File: config.mk
export PLATFORM = sky130hd
export DESIGN_NAME = icache_direct
export DESIGN_NICKNAME = d
export VERILOG_FILES = /design/src/rtl/icache_direct.sv
export SDC_FILE = /design/constraint.sdc
export NUM_CORES = 1
export LEC_CHECK = 0
export ABC_AREA = 0
export CAP_MARGIN = 20
export CORE_AREA = 3 3 247 249
export CTS_CLUSTER_DIAMETER = 150
export DETAILED_ROUTE_END_ITERATION = 6
export DIE_AREA = 0 0 250 252
export GPL_ROUTABILITY_DRIVEN = 0
export GPL_TIMING_DRIVEN = 1
export HOLD_SLACK_MARGIN = 0.12
export PLACE_DENSITY_LB_ADDON = 0.2
export SKIP_LAST_GASP = 1
export SYNTH_ARGS = -nofsm -noshare
export SYNTH_HDL_FRONTEND = slang
export SYNTH_SLANG_ARGS = --single-unit
File: constraint.sdc
create_clock -name CLK -period 6.75 [get_ports CLK]
set_input_delay 1.0125 -clock CLK [delete_from_list [all_inputs] [get_ports CLK]]
set_output_delay 1.0125 -clock CLK [all_outputs]
set_load 0.01 [all_outputs]
File: src/rtl/icache_direct.sv
// Direct-mapped, one-word-per-block instruction cache between the fetch port and the memory controller.
// Optional ICACHE_FILL_FWD_EN: forward iload as a hit in the fill cycle when the request still matches.
module icache_direct #(
    parameter int  SETS  = 16,
    localparam int IDX_W = $clog2(SETS),
    localparam int TAG_W = 30 - IDX_W
) (
    input  logic        CLK,
    input  logic        RST,
    input  logic        imemREN,
    input  logic [31:0] imemaddr,
    input  logic        flush,
    output logic        ihit,
    output logic [31:0] imemload,
    output logic        iREN,
    output logic [31:0] iaddr,
    input  logic        iwait,
    input  logic [31:0] iload
);

    typedef enum logic {IDLE, MISS} state_t;

    state_t             state_reg, state_next;
    logic               valid_reg [SETS];
    logic [TAG_W-1:0]   tag_mem   [SETS];
    logic [31:0]        data_mem  [SETS];
    logic [29:0]        miss_addr_reg, miss_addr_next;

    logic [IDX_W-1:0]   req_idx, fill_idx;
    logic [TAG_W-1:0]   req_tag, fill_tag;
    logic               lookup_hit;
    logic               fill;
    logic               unused_addr_bits;

    assign req_idx          = imemaddr[IDX_W+1:2];
    assign req_tag          = imemaddr[31:IDX_W+2];
    assign fill_idx         = miss_addr_reg[IDX_W-1:0];
    assign fill_tag         = miss_addr_reg[29:IDX_W];
    assign unused_addr_bits = ^imemaddr[1:0];

    // Tag/data are read combinationally so a hit is reported in the request cycle.
    assign lookup_hit = imemREN && valid_reg[req_idx] && (tag_mem[req_idx] == req_tag);
    assign iREN       = (state_reg == MISS);
    assign iaddr      = {miss_addr_reg, 2'b00};

    always_comb begin
        state_next     = state_reg;
        miss_addr_next = miss_addr_reg;
        ihit           = 1'b0;
        fill           = 1'b0;
        // Gated by imemREN so the output reads zero while idle after reset.
        imemload       = imemREN ? data_mem[req_idx] : 32'h0;
        case (state_reg)
            IDLE: begin
                if (lookup_hit) begin
                    ihit = 1'b1;
                end else if (imemREN) begin
                    miss_addr_next = imemaddr[31:2];
                    state_next     = MISS;
                end
            end
            MISS: begin
                if (flush) begin
                    state_next = IDLE;
                end else if (!iwait) begin
                    fill       = 1'b1;
                    state_next = IDLE;
                end
`ifdef ICACHE_FILL_FWD_EN
                if (!iwait && imemREN && (imemaddr[31:2] == miss_addr_reg)) begin
                    ihit     = 1'b1;
                    imemload = iload;
                end
`endif
            end
            default: state_next = IDLE;
        endcase
    end

    always_ff @(posedge CLK or posedge RST) begin
        if (RST) begin
            state_reg     <= IDLE;
            miss_addr_reg <= '0;
        end else begin
            state_reg     <= state_next;
            miss_addr_reg <= miss_addr_next;
        end
    end

    // Flush takes priority over a fill landing in the same cycle.
    for (genvar gi = 0; gi < SETS; gi++) begin : g_valid
        always_ff @(posedge CLK or posedge RST) begin
            if (RST) begin
                valid_reg[gi] <= 1'b0;
            end else if (flush) begin
                valid_reg[gi] <= 1'b0;
            end else if (fill && (fill_idx == IDX_W'(gi))) begin
                valid_reg[gi] <= 1'b1;
            end
        end
    end

    always_ff @(posedge CLK) begin
        if (fill) begin
            tag_mem[fill_idx]  <= fill_tag;
            data_mem[fill_idx] <= iload;
        end
    end

endmodule

==> impl_metrics.yaml, run 1 <==
place:
  place_ws_ns: 1.23
  io_buffers: 130
  dp_hpwl_um: 49400
floorplan:
  initial_utilization: 0.661
  dieArea_mm2: 0.0630
  placementRows: 89
  core_area_mm2: 0.0589
  pin_count: 135
  die_h_um: 252
  die_w_um: 250
timing:
  slew_violations: 0
  setup_viol: 0
  period_share: 0.835
  max_slew_margin: 0.221
  fin_crit_ns: 5.64
  worst_pin_slew_ns: 1.16
  finalHoldViolCount: 0
  max_freq_mhz: 177
  finClkSkew_ns: 0.0299
  rsz0062_at_grt: "no"
  finalSetupTns_ns: 0
  worst_slack_ns: 1.11
global_routing:
  global_route.overflow_total: 0
  grt_antenna_before_repair: 2
  grt_max_degree: 109
  grt_first_pass_wirelength_um: 140000
  first_global_vias: 20600
  track_usage: 0.306
synth:
  ys_ff_latch: 975
  synth_warnings: 0
  synth_cells: 1836
  synth_cell_type_count: 69
  synthTopCellsByArea: "edfxtp_1 72%, mux4_2 14%, dfrtp_1 3.0%"
  yosysTopAreaCell: "edfxtp_1"
  yosysMostFrequentCell: "edfxtp_1"
  avgSynthCellArea_um2: 21.2
  synth_edf_count: 928
  synthFlopType: "edfxtp_1"
  netlist.area_leader.share: 0.716
  ys_seq_area_frac: 0.746
  syn_area_mm2: 0.0389
  yosys-top-cells-count: "928 x edfxtp_1, 249 x mux4_2, 74 x mux2i_1"
  async_flop_share: 0.0482
worst_setup_path:
  rrSetupSlack_ns: 3.41
  endpoint_kind: "output port"
  timing_worst_setup_path_type: "in -> out"
  cp_max_fo: 43
  worst_ep_required_time_ns: 5.74
  cp-start-kind: "input port"
  cp.arrival_ns: 4.63
clocking:
  clockBufferDepth: 3
  cts_root_buf: "clkbuf_16"
  cts_tree: "built"
  post-cts-setup-buffers: 0
  clock_sinks: 975
  htree_levels: 3
  clkTransAtPathRegs_ns: 0.07
  postCtsResizedCells: 0
  cts_hold_buf: 0
  clock_latency_ns: 0.64
  cts_buffers: 93
pwr:
  swShare: 0.221
  p_clk_frac: 0.397
  p_seq_frac: 0.534
  max-vdd-ir-drop_v: 0.000265
  powerDensity_mw_per_mm2: 293
  p_int_mw: 10.1
  leakage_nw: 14.2
  comb_power_share: 0.069
  switching_power_mw: 2.87
drt:
  postRouteAntennaNets: 0
  drc: 0
  viasPerCell: 6.99
  wl_per_cell_um: 33.1
  first_pass_iters: 7
  wirelength_um: 94900
  via_count: 20100
  drtIter0Drc: 2756
layout:
  nNetsFinal: 2090
  largest_register_ffs: 512
  drive_gt1_frac: 0.257
  area_growth_pct: 13.9
hold_path:
  hp-class: "reg -> reg"
run:
  maxCapViolations: 0
outcome:
  outcome: "finished clean"
==> worst max-delay path, stage by stage <==
cell             delay [ns]
buf_8                  0.39
buf_12                 0.35
mux4_2                 0.56
mux2i_1                0.40
xor2_1                 0.27
o2111ai_1              0.16
a2111oi_0              0.49
nand4_1                0.21
nor2_1                 0.14
clkdlybuf4s50_1        0.55
==> per-layer routing <==
| layer | wire length, µm | vias up | track usage |
|---|---|---|---|
| li1 | - | 8020 | - |
| met1 | 35200 | 10400 | 0.445 |
| met2 | 46500 | 1433 | 0.488 |
| met3 | 10300 | 207 | 0.0572 |
| met4 | 2740 | 2 | 0.0982 |
| met5 | 11 | - | 0 |
==> kinds of logic after synthesis <==
kind of cell | Yosys count | share of synthesized area
xor+xnor | 26 | 0.00585
simple gates | 202 | 0.0332
buf+inv | 164 | 0.0217
mux | 325 | 0.164
flops | 975 | 0.746
other cells | 1 | 0.0000963
compound gates | 143 | 0.0296
==> per-stage QoR <==
| step | hold WS [ns] | total power, mW | std cells | util | area (µm²) |
|---|---|---|---|---|---|
| floorplan | 0.501 | 7.53 | 1837 | - | 38900 |
| global placement | 0.511 | 7.91 | 2695 | 0.700 | 41200 |
| detailed placement | 0.520 | 7.94 | 2696 | 0.700 | 41200 |
| CTS | 0.530 | 13.0 | 2866 | 0.751 | 44300 |
| global route | 0.548 | 13.3 | 2869 | 0.753 | 44300 |
| finish | 0.534 | 13.0 | 2870 | 0.753 | 44300 |
==> area by class of cell <==
cell class	instances	area, µm²
Sequential cell	975	29000
Fill cell	3037	14600
Multi-Input combinational cell	698	9180
Clock buffer	115	2540
Timing Repair Buffer	197	1920
Tap cell	773	967
Clock inverter	55	468
Inverter	56	213
Antenna cell	1	2.50
==> worst paths after layout <==
path                       depth (start not counted)           endpoint            from
min reg2reg                                        2      valid_reg[12]   valid_reg[12]
max                                               10               ihit     imemaddr[2]
min in group asynchronous                          2   miss_addr_reg[6]             RST
max in group asynchronous                          3  miss_addr_reg[27]             RST
max reg2reg                                        8   miss_addr_reg[8]  tag_mem[13][9]
min                                                2      valid_reg[12]   valid_reg[12]
==> power by group through the flow <==
stage	registers, mW	logic, mW	clock network [mW]
finish	6.94	0.901	5.16
global route	6.95	0.956	5.43
CTS	6.93	0.896	5.21
detailed placement	7.06	0.886	0
global placement	7.04	0.869	0
floorplan	7.03	0.493	0
==> placed cells by master (no fill, tap or decap), types with 24 or more instances in the layout <==
| cell type | netlist | layout |
|---|---|---|
| a32oi_1 | 31 | 31 |
| and2_1 | 35 | 35 |
| buf_4 | 10 | 60 |
| clkbuf_16 | 0 | 97 |
| clkdlybuf4s50_1 | 0 | 125 |
| dfrtp_1 | 47 | 47 |
| edfxtp_1 | 928 | 928 |
| inv_1 | 54 | 53 |
| mux2i_1 | 74 | 74 |
| mux4_2 | 249 | 249 |
| nand2_1 | 44 | 44 |
| nor4_2 | 30 | 30 |
| o21ai_2 | 24 | 24 |
No activity file was read; power rests on OpenSTA's default activity.
==> inputs of run 2 (changes only) <==
Settings changed: CORE_AREA 3 3 247 249 to 3 3 271 273, DIE_AREA 0 0 250 252 to 0 0 274 276.
Clock period 6.75 ns to 4.8 ns, I/O delays scaled along.
==> run 2 against run 1 <==
Sequential share of layout area decreased by 1.1 points. Sequential power increased by 40%. Cell area rose by 1.7%. Wire length is 4.5% lower. Via count down 2.9%. Count of clock-buffer cells in the layout increased by 2. Critical endpoint unchanged.
==> impl_metrics.yaml, run 2 (synthesis results as in run 1) <==
clocking:
  clock_sinks: 975
  htree_levels: 3
  clock_latency_ns: 0.65
  cts_hold_buf: 0
  cts_tree: "built"
  post-cts-setup-buffers: 0
  cts_root_buf: "clkbuf_16"
  clockBufferDepth: 3
  postCtsResizedCells: 0
  clkTransAtPathRegs_ns: 0.06
  cts_buffers: 95
drt:
  via_count: 19500
  viasPerCell: 6.33
  wl_per_cell_um: 29.5
  postRouteAntennaNets: 0
  first_pass_iters: 5
  drc: 0
  wirelength_um: 90600
  drtIter0Drc: 2295
global_routing:
  grt_first_pass_wirelength_um: 135000
  grt_use_met1: 0.363
  use_met3: 0.0387
  busiest_layer: "met2"
  grt_max_degree: 65
  first_global_vias: 20000
  global_route.overflow_total: 0
  track_usage: 0.244
  grtUsageMet2: 0.383
  grt_antenna_before_repair: 7
timing:
  period_share: 0.974
  max_freq_mhz: 214
  max_slew_margin: 0.267
  fin_crit_ns: 4.68
  setup_viol: 0
  finalHoldViolCount: 0
  worst_slack_ns: 0.124
  slew_violations: 0
  worst_pin_slew_ns: 1.10
  finClkSkew_ns: 0.0212
  finalSetupTns_ns: 0
pwr:
  leakage_nw: 14.4
  powerDensity_mw_per_mm2: 411
  max-vdd-ir-drop_v: 0.000394
layout:
  layout_common_cells: "928 x edfxtp_1, 249 x mux4_2, 125 x clkdlybuf4s50_1"
  nNetsFinal: 2111
  fillers: 4815
  drive_gt1_frac: 0.264
  area_growth_pct: 15.8
  final_cells: 3074
  largest_register_ffs: 512
  layout_commonest_cell: "edfxtp_1"
place:
  placed_cells: 2894
  dp_hpwl_um: 48300
  io_buffers: 130
  place_ws_ns: 0.0670
floorplan:
  core_area_mm2: 0.0714
  placementRows: 98
  dieArea_mm2: 0.0756
  die_h_um: 276
  initial_utilization: 0.546
  die_w_um: 274
  pin_count: 135
worst_setup_path:
  worst_ep_required_time_ns: 4.08
  cp-start-kind: "input port"
  cp_max_fo: 24
  startpoint: "imemaddr[3]"
  timing_worst_setup_path_type: "in -> out"
  r2r_start: "tag_mem[6][9]"
  endpoint_kind: "output port"
  cp.arrival_ns: 3.96
hold_path:
  hp-class: "in -> async"
outcome:
  outcome: "finished clean"
run:
  maxCapViolations: 0
-- run 2: changes by cell type in the layout (fill, tap and decap cells not counted), moves of 2 or more --
cell,before,now
bufinv_16,7,12
clkbuf_1,13,21
buf_16,2,0
buf_4,60,58
clkbuf_8,6,1
buf_12,6,29
clkinv_1,22,20
-- run 2: worst max-delay path: stages --
cell,delay [ns]
clkbuf_8,0.21
and2_1,0.40
a221oi_1,0.49
nand3b_1,0.21
o2111ai_1,0.11
or3_1,0.33
a2111oi_1,0.52
nand4_1,0.23
nor2_1,0.15
clkdlybuf4s50_1,0.55
-- run 2: final cells by class --
class	count	area, µm²	area share
Clock inverter	60	654	0.0145
Tap cell	950	1190	0.0264
Clock buffer	117	2480	0.0550
Multi-Input combinational cell	698	9200	0.204
Timing Repair Buffer	216	2310	0.0511
Antenna cell	2	5.00	0.000111
Inverter	56	213	0.00472
Sequential cell	975	29000	0.644
-- run 2: report_power, final --
part	internal, mW	switching (mW)	total [mW]
sequential	9.56	0.190	9.75
combinational	0.570	0.724	1.29
clock	4.34	3.14	7.48
-- run 2: final timing paths --
path | cells after the start | to | slack (ns)
worst max-delay path | 10 | ihit | 0.12
worst min-delay path | 2 | miss_addr_reg[3] | 0.28
worst max register to register | 8 | miss_addr_reg[23] | 1.82
worst min register to register | 2 | valid_reg[11] | 0.53
max in group asynchronous | 3 | miss_addr_reg[21] | 4.04
min in group CLK | 2 | valid_reg[11] | 0.53
-- run 2: layer usage --
metal  up-vias  wire length [µm]
met3       143              6800
li1       8087                 -
met5         -                47
met4         6              2010
met2       862             43800
met1     10400             37900
-- run 2: per-stage QoR --
stage | area, µm² | hold WS [ns] | power (mW) | util
global route | 45100 | 0.289 | 19.1 | 0.632
CTS | 45000 | 0.528 | 18.7 | 0.631
global placement | 41900 | 0.510 | 11.2 | 0.587
finish | 45100 | 0.284 | 18.5 | 0.632
detailed placement | 41900 | 0.518 | 11.2 | 0.587
floorplan | 38900 | 0.501 | 10.6 | -
==> inputs of run 3 (changes only) <==
Clock period 4.8 ns to 3.8 ns, I/O delays scaled along.
==> run 3 against run 2 <==
The flow now finishes with violations (setup timing). Global-route usage up 0.79 points. Clock power rose by 30%. First-iteration DRC count is 7.0% lower. Power grew 28%. Cell area rose by 3.3%. Sequential share of layout area is 2.0 points lower. Sequential power rose by 27%. Flip-flop and latch count did not move. Die area unchanged. Register-to-register slack worse by 1.0 ns. Core utilization up 2.1 points. Worst setup slack worse by 0.21 ns. Critical path type unchanged.
==> impl_metrics.yaml, run 3 (synthesis results as in run 1) <==
place:
  placed_cells: 3010
  io_buffers: 130
  place_area_mm2: 0.0432
  dp_hpwl_um: 54500
outcome:
  violations: "setup timing"
  outcome: "finished with violations"
pwr:
  powerDensity_mw_per_mm2: 511
  max-vdd-ir-drop_v: 0.000372
  leakage_nw: 15.2
  total_power_mw: 23.8
global_routing:
  first_global_vias: 20700
  grt_first_pass_wirelength_um: 139000
  track_usage: 0.252
  grt_antenna_before_repair: 4
  global_route.overflow_total: 0
  grt_max_degree: 85
worst_setup_path:
  timing_worst_setup_path_type: "in -> out"
  cp-start-kind: "input port"
  cp_max_fo: 19
  endpoint_kind: "output port"
  cp.arrival_ns: 3.32
  worst_ep_required_time_ns: 3.23
drt:
  drtIter0Drc: 2135
  drc: 0
  viasPerCell: 6.28
  first_pass_iters: 5
  wl_per_cell_um: 29.3
  wirelength_um: 93800
  via_count: 20100
  postRouteAntennaNets: 0
timing:
  finClkSkew_ns: 0.0320
  worst_slack_ns: -0.0891
  period_share: 1.02
  worst_pin_slew_ns: 0.877
  fin_crit_ns: 3.89
  slew_violations: 0
  setup_viol: 1
  max_freq_mhz: 257
  finalHoldViolCount: 0
  max_slew_margin: 0.414
  rsz0062_at_grt: "yes"
floorplan:
  initial_utilization: 0.546
  die_h_um: 276
  die_w_um: 274
  dieArea_mm2: 0.0756
  pin_count: 135
  core_area_mm2: 0.0714
  placementRows: 98
layout:
  nNetsFinal: 2230
  largest_register_ffs: 512
  drive_gt1_frac: 0.307
  fin_area_mm2: 0.0466
  fin_util: 0.652
  area_growth_pct: 19.6
  layout_common_cells: "928 x edfxtp_1, 249 x mux4_2, 139 x buf_4"
  final_cells: 3198
  layout_commonest_cell: "edfxtp_1"
clocking:
  clkTransAtPathRegs_ns: 0.06
  cts_tree: "built"
  cts_hold_buf: 0
  cts_buffers: 97
  clock_sinks: 975
  htree_levels: 3
  clockBufferDepth: 3
  clock_latency_ns: 0.65
  cts_root_buf: "clkbuf_16"
hold_path:
  hp-class: "in -> async"
run:
  maxCapViolations: 0
[run 3: metal layers]
layer  GRT usage  share of wire  vias up
met1       0.375           0.41    10700
li1            -              -     8331
met2       0.390           0.48      946
met4      0.0696          0.021        2
met5           0        0.00014        -
met3      0.0455          0.086      129
[run 3: final timing paths]
path / start / endpoint / slack (ns) / cells past startpoint
setup / recovery: imemaddr[2] / ihit / -0.09 / 12
hold / removal: RST / miss_addr_reg[21] / 0.19 / 2
setup reg to reg: tag_mem[1][15] / miss_addr_reg[14] / 0.80 / 10
hold reg to reg: valid_reg[13] / valid_reg[13] / 0.53 / 2
max in group asynchronous: RST / miss_addr_reg[14] / 3.10 / 3
min in group CLK: valid_reg[13] / valid_reg[13] / 0.53 / 2
[run 3: power breakdown]
| group | switching [mW] | internal [mW] |
|---|---|---|
| Combinational | 0.918 | 0.821 |
| Sequential | 0.276 | 12.1 |
| Clock | 3.98 | 5.72 |
| Total | 5.18 | 18.6 |
[run 3: layout make-up]
type	instances	area (µm²)
Sequential cell	975	29000
Fill cell	4663	24800
Multi-Input combinational cell	698	9210
Timing Repair Buffer	333	3630
Clock buffer	125	2630
Tap cell	950	1190
Clock inverter	58	638
Inverter	56	213
Antenna cell	3	7.51
[run 3: through the flow]
| stage | setup WS [ns] | setup TNS (ns) | hold WS, ns |
|---|---|---|---|
| 6_report | -0.0891 | -0.0891 | 0.189 |
| 5_1_grt | -0.171 | -0.171 | 0.211 |
| 4_1_cts | -0.0776 | -0.0776 | 0.497 |
| 3_5_place_dp | -0.721 | -2.56 | 0.519 |
| 3_3_place_gp | -0.700 | -2.80 | 0.513 |
| 2_1_floorplan | -0.427 | -392.96 | 0.501 |
[run 3: critical path: stages]
cell	delay (ns)
buf_12	0.19
buf_16	0.20
buf_4	0.16
mux4_2	0.49
mux2i_1	0.15
mux2i_1	0.10
xnor2_1	0.31
nand4_1	0.26
nor4_4	0.34
nand4_1	0.19
nor2_1	0.17
buf_2	0.15
[run 3: repair_timing]
item                       CTS  global route
setup buffers                0             1
pin swaps                    5             3
resized for setup           16             6
setup endpoints to repair   22            22
